**src/rtl/crc16_pkg.sv**
```systemverilog
// Shared types, widths and bit-reversal helpers for the CRC16 stream engine.
package crc16_pkg;

    localparam int NIB_W = 4;
    localparam int CRC_W = 16;

    localparam logic POLY_1021 = 1'b0;
    localparam logic POLY_8005 = 1'b1;

    typedef enum logic [1:0] {IDLE, ACCEPT, SHIFT, DONE} state_t;

    function automatic logic [7:0] rev8(input logic [7:0] b);
        logic [7:0] r;
        for (int i = 0; i < 8; i++) r[i] = b[7-i];
        return r;
    endfunction

    function automatic logic [15:0] rev16(input logic [15:0] w);
        logic [15:0] r;
        for (int i = 0; i < 16; i++) r[i] = w[15-i];
        return r;
    endfunction

endpackage

```
**src/rtl/crc16_1021.sv**
```systemverilog
// One nibble step of the MSB-first CRC16 with polynomial x^16+x^12+x^5+1.
module crc16_1021
    import crc16_pkg::*;
(
    input  logic [NIB_W-1:0] data_i,
    input  logic [CRC_W-1:0] crc_i,
    output logic [CRC_W-1:0] crc_o
);

    localparam logic [CRC_W-1:0] POLY = 16'h1021;

    logic [CRC_W-1:0] c;

    // NOTE: every always_comb output gets a value before any branch so no latch is inferred.
    always_comb begin
        c = crc_i;
        for (int i = NIB_W - 1; i >= 0; i--) begin
            if (c[CRC_W-1] ^ data_i[i]) c = {c[CRC_W-2:0], 1'b0} ^ POLY;
            else                        c = {c[CRC_W-2:0], 1'b0};
        end
        crc_o = c;
    end

endmodule

```
**src/rtl/crc16_8005.sv**
```systemverilog
// One nibble step of the MSB-first CRC16 with polynomial x^16+x^15+x^2+1.
module crc16_8005
    import crc16_pkg::*;
(
    input  logic [NIB_W-1:0] data_i,
    input  logic [CRC_W-1:0] crc_i,
    output logic [CRC_W-1:0] crc_o
);

    localparam logic [CRC_W-1:0] POLY = 16'h8005;

    logic [CRC_W-1:0] c;

    always_comb begin
        c = crc_i;
        for (int i = NIB_W - 1; i >= 0; i--) begin
            if (c[CRC_W-1] ^ data_i[i]) c = {c[CRC_W-2:0], 1'b0} ^ POLY;
            else                        c = {c[CRC_W-2:0], 1'b0};
        end
        crc_o = c;
    end

endmodule

```
**src/rtl/crc16_stream_engine.sv**
```systemverilog
// Serialises 1-4 byte words into nibbles and iterates the selected CRC16 step,
// applying init, reflection and final XOR around the nibble functions.
module crc16_stream_engine
    import crc16_pkg::*;
(
    input  logic        clk_i,
    input  logic        rst_i,
    input  logic        start_i,
    input  logic        poly_sel_i,
    input  logic [15:0] init_i,
    input  logic        refin_i,
    input  logic        refout_i,
    input  logic [15:0] xorout_i,
    input  logic [31:0] dat_i,
    input  logic [1:0]  len_i,
    input  logic        last_i,
    input  logic        valid_i,
    output logic        ready_o,
    output logic        busy_o,
    output logic [15:0] crc_o,
    output logic        crc_valid_o,
    input  logic        crc_ready_i
);

    state_t      state_q;
    logic [15:0] crc_q;
    logic [15:0] xorout_q;
    logic        poly_q;
    logic        refin_q;
    logic        refout_q;
    logic        last_q;
    logic [31:0] word_q;
    logic [2:0]  cnt_q;

    logic [NIB_W-1:0] nibble;
    logic [CRC_W-1:0] crc_1021;
    logic [CRC_W-1:0] crc_8005;
    logic [CRC_W-1:0] crc_next;
    logic [31:0]      dat_ref;

    // Odd counter values select the high nibble; the current byte always sits in word_q[7:0].
    assign nibble = cnt_q[0] ? word_q[7:4] : word_q[3:0];

    crc16_1021 u_crc16_1021 (
        .data_i (nibble),
        .crc_i  (crc_q),
        .crc_o  (crc_1021)
    );

    crc16_8005 u_crc16_8005 (
        .data_i (nibble),
        .crc_i  (crc_q),
        .crc_o  (crc_8005)
    );

    always_comb begin
        crc_next = crc_1021;
        unique case (poly_q)
            POLY_1021: crc_next = crc_1021;
            POLY_8005: crc_next = crc_8005;
        endcase
    end

    assign dat_ref = {rev8(dat_i[31:24]), rev8(dat_i[23:16]),
                      rev8(dat_i[15:8]),  rev8(dat_i[7:0])};

    // NOTE: only control state and outputs are reset; the datapath registers are
    // always loaded before use, so leaving them unreset keeps the reset tree small.
    // NOTE: sequential state uses non-blocking assignments so every register samples
    // pre-edge values regardless of statement order.
    always_ff @(posedge clk_i) begin
        if (rst_i) begin
            state_q     <= IDLE;
            crc_q       <= '0;
            ready_o     <= 1'b0;
            busy_o      <= 1'b0;
            crc_valid_o <= 1'b0;
            crc_o       <= '0;
        end else begin
            unique case (state_q)
                IDLE: begin
                    if (start_i) begin
                        crc_q    <= init_i;
                        poly_q   <= poly_sel_i;
                        refin_q  <= refin_i;
                        refout_q <= refout_i;
                        xorout_q <= xorout_i;
                        ready_o  <= 1'b1;
                        busy_o   <= 1'b1;
                        state_q  <= ACCEPT;
                    end
                end
                ACCEPT: begin
                    if (valid_i) begin
                        word_q  <= refin_q ? dat_ref : dat_i;
                        cnt_q   <= {len_i, 1'b1};
                        last_q  <= last_i;
                        ready_o <= 1'b0;
                        state_q <= SHIFT;
                    end
                end
                SHIFT: begin
                    crc_q <= crc_next;
                    cnt_q <= cnt_q - 3'd1;
                    if (!cnt_q[0]) word_q <= word_q >> 8;
                    if (cnt_q == 3'd0) begin
                        if (last_q) begin
                            crc_o       <= (refout_q ? rev16(crc_next) : crc_next) ^ xorout_q;
                            crc_valid_o <= 1'b1;
                            state_q     <= DONE;
                        end else begin
                            ready_o <= 1'b1;
                            state_q <= ACCEPT;
                        end
                    end
                end
                DONE: begin
                    if (crc_ready_i) begin
                        crc_valid_o <= 1'b0;
                        busy_o      <= 1'b0;
                        state_q     <= IDLE;
                    end
                end
            endcase
        end
    end

endmodule

```
**config.mk**
```make
export PLATFORM = sky130hd
export DESIGN_NAME = crc16_stream_engine
export DESIGN_NICKNAME = d
export VERILOG_FILES = /design/src/rtl/crc16_pkg.sv /design/src/rtl/crc16_1021.sv /design/src/rtl/crc16_8005.sv /design/src/rtl/crc16_stream_engine.sv
export SDC_FILE = /design/constraint.sdc
export NUM_CORES = 1
export LEC_CHECK = 0
export BUFFER_PORTS_ARGS = -buffer_cell sky130_fd_sc_hd__buf_2
export CAP_MARGIN = 20
export CORE_ASPECT_RATIO = 0.5
export CORE_MARGIN = 5
export CORE_UTILIZATION = 32
export CTS_BUF_LIST = sky130_fd_sc_hd__clkbuf_4
export DETAILED_ROUTE_END_ITERATION = 8
export SLEW_MARGIN = 10
export SYNTH_ARGS = -nofsm -noshare
export SYNTH_HDL_FRONTEND = slang
export SYNTH_SLANG_ARGS = --single-unit
```
**constraint.sdc**
```tcl
create_clock -name clk_i -period 6.4 [get_ports clk_i]
set_input_delay 0.64 -clock clk_i [delete_from_list [all_inputs] [get_ports clk_i]]
set_output_delay 0.64 -clock clk_i [all_outputs]
set_load 0.1 [all_outputs]
```
==> flow_summary.json <==
{
  "critPathKind": "reg -> reg",
  "ys.warnings.count": 0,
  "syn_inst": 445,
  "ctsResizeCount": 0,
  "place_area_um2": 5329,
  "numCtsBuffers": 9,
  "grt_max_degree": 85,
  "grt_pass1_wl_um": 16800,
  "required_ps": 6770,
  "fp.coreArea_um2": 14430,
  "final_area_um2": 5498,
  "grt_overflow": 0,
  "status": "finished clean",
  "min_period_over_period_pct": 42.83,
  "fmax_mhz": 364.8,
  "drc": 0,
  "die_h_um": 95.61,
  "grt_setup_unrepaired": "false",
  "drv_cap": 0,
  "rr_worst_depth": 7,
  "hold_violations": 0,
  "cts_tree": "yes",
  "crit_slowest_cell": "and3_1",
  "dpl.hpwl_um": 7424,
  "path_buf_inv": 2,
  "hp-class": "in -> reg",
  "clock-sinks": 92,
  "timing.slew.headroom_pct": 37.40,
  "cellPowerDensity_nw_per_um2": 366.3,
  "critPathMaxStageDelay_ps": 890,
  "fin_util_pct": 38.10,
  "port_buffers": 93,
  "cts_max_level": 3,
  "cts_setup_buffers": 0,
  "ys.flop_type": "edfxtp_1",
  "worstHoldEndpoint": "xorout_q[11]",
  "final_cells": 729,
  "synth_cell_types": 41,
  "r2r_end": "crc_o[0]",
  "synthArstFlopShare_pct": 0,
  "rows": 31,
  "synth.most_common_cell": "edfxtp_1",
  "synth_edf_count": 55,
  "netlist_top_cells_count": "edfxtp_1 (55), nor2_1 (51), mux2i_1 (48), nand2_1 (41), dfxtp_1 (37)",
  "die_area_um2": 17330,
  "clock-root-buffer": "clkbuf_4",
  "drt_iter0_markers": 145,
  "syn_area_um2": 4691,
  "dp.cells": 712,
  "max_slew.worst_pin.slew_ps": 939.0,
  "path_max_fanout": 84,
  "clkPwrFrac_pct": 18.1,
  "fin_setup_tns_ps": 0,
  "p_leak_nw": 2.165,
  "p_int_mw": 1.257,
  "grt_usage_pct": 12.16,
  "vias": 3403,
  "gp_congestion": 0.7496,
  "grt_pass1_vias": 3371,
  "cpLargestDelayFamily": "simple AND/OR/NAND/NOR gates",
  "endpoint_kind": "register",
  "pwr-share-seq_pct": 41.8,
  "wl_per_cell_um": 14.03,
  "slew_violations": 0,
  "antenna_found_initial": 1,
  "ir_worst_vdd_mv": 0.1379,
  "ys_ff_latch": 92,
  "p_sw_mw": 0.7569,
  "finalSetupViolCount": 0,
  "post-route-min-period_ps": 2741,
  "cts_buffer_depth": 2,
  "ff2ff_setup_slack_ps": 3660,
  "initial_utilization_pct": 32.51,
  "drive_above_1_share_pct": 22.98,
  "synth_fp_nets": 527,
  "syn_to_final_growth_pct": 17.20,
  "p_sw_share_pct": 37.58,
  "nets": 608,
  "timing.rr.start": "state_q[0]",
  "drtAntennaViolNets": 0,
  "holdCritStartpoint": "xorout_i[11]",
  "io_pins": 94,
  "combinationalPowerShare_pct": 40.1,
  "synth.area.top_cells": "edfxtp_1 (35%), dfxtp_1 (16%), mux2i_1 (10%), xnor2_1 (4.1%), nor2_1 (4.1%)",
  "fin_skew_ps": 24.43,
  "insertion_delay_ps": 450,
  "routed_wl_um": 10230,
  "drtPass1Iterations": 4,
  "start_kind": "register",
  "holdPathStages": 1,
  "path_cells": "inv_1 > ha_2 > buf_4 > and3_1 > nand3_1 > a211o_1 > o211ai_1",
  "die_w_um": 181.2,
  "cts_hold_buf": 0,
  "worstPathArrival_ps": 3110,
  "yosysSeqAreaShare_pct": 51.00,
  "synth_top_area_cell": "edfxtp_1",
  "synth.avg_cell_area_um2": 10.54,
  "antennaDiodeCount": 0,
  "drt-vias-per-instance": 4.668,
  "clk_pin_slew_ps": 140,
  "synth_top_area_share_pct": 35.21
}
[power groups by stage]
stage / registers, mW / clock network, mW / logic [mW]
CTS: 0.844 / 0.378 / 0.811
global route: 0.854 / 0.399 / 0.916
global placement: 0.853 / 0 / 0.794
floorplan: 0.885 / 0 / 0.607
finish: 0.843 / 0.364 / 0.807
detailed placement: 0.857 / 0 / 0.809
[cells in the final DEF, fill, tap and decap left out, drive strengths merged, types with 19 or more instances in the layout]
cell,instances
xnor2,22
buf,98
a211oi,22
nand2,41
mux2i,51
nor2,51
o21ai,29
dfxtp,37
edfxtp,55
a21oi,19
[cell families (layout without fill, tap and decap cells)]
| logic type | Yosys count | count (layout) | share of synthesized area (%) |
|---|---|---|---|
| multiplexers | 51 | 51 | 11.68 |
| buffers and inverters | 38 | 124 | 3.201 |
| AND/OR/NAND/NOR | 131 | 131 | 12.24 |
| flip-flops | 92 | 92 | 51.00 |
| XOR/XNOR | 33 | 33 | 7.469 |
| adder cells (fa/ha/maj) | 7 | 7 | 1.867 |
| AO/OA/AOI/OAI | 93 | 93 | 12.54 |
[sequential cells by signal, indices dropped and copies added, names as in the netlist, 2 cells and up]
signal,count
state_q,2
cnt_q,3
crc_o,16
word_q,32
xorout_q,16
crc_q,16
[per-stage QoR]
step	power, mW	worst slack, ps	hold slack, ps
final	2.014	3659	363.4
after floorplan	1.491	2482	437.1
after detailed placement	1.667	3656	458.5
after global placement	1.648	3736	446.1
after global routing	2.170	3375	315.3
after CTS	2.033	3641	321.8
[worst reg2reg max path: stages, from the launching register on]
cell	delay [ps]
dfxtp_1	370
inv_1	130
ha_2	190
buf_4	580
and3_1	900
nand3_1	160
a211o_1	260
o211ai_1	80
[cell type report]
cell class,count,area [um^2]
clock buffers,10,75.07
flip-flops and latches,92,2392
multi-input cells,315,2156
fillers,1446,8931
repair buffers,98,503.0
well taps,198,247.7
inverters,10,37.54
clock inverters,6,86.33
[worst max path at each step]
stage | start | end | slack, ps | cells after the start
global placement | state_q[0] | crc_o[0] | 3740 | 7
finish | state_q[0] | crc_o[0] | 3660 | 7
global route | state_q[0] | crc_o[0] | 3370 | 7
floorplan | state_q[0] | word_q[0] | 2480 | 6
detailed placement | state_q[0] | crc_o[0] | 3660 | 7
CTS | state_q[0] | crc_o[0] | 3640 | 7
[layer usage]
layer | track usage (%) | vias to the layer above | wire length [um]
met4 | 2.809 | 2 | 64
li1 | - | 1769 | -
met1 | 15.24 | 1556 | 4794
met3 | 3.430 | 8 | 431
met5 | 0 | - | 13
met2 | 21.13 | 68 | 4927
Note: power is estimated with default switching activity, not from simulation.
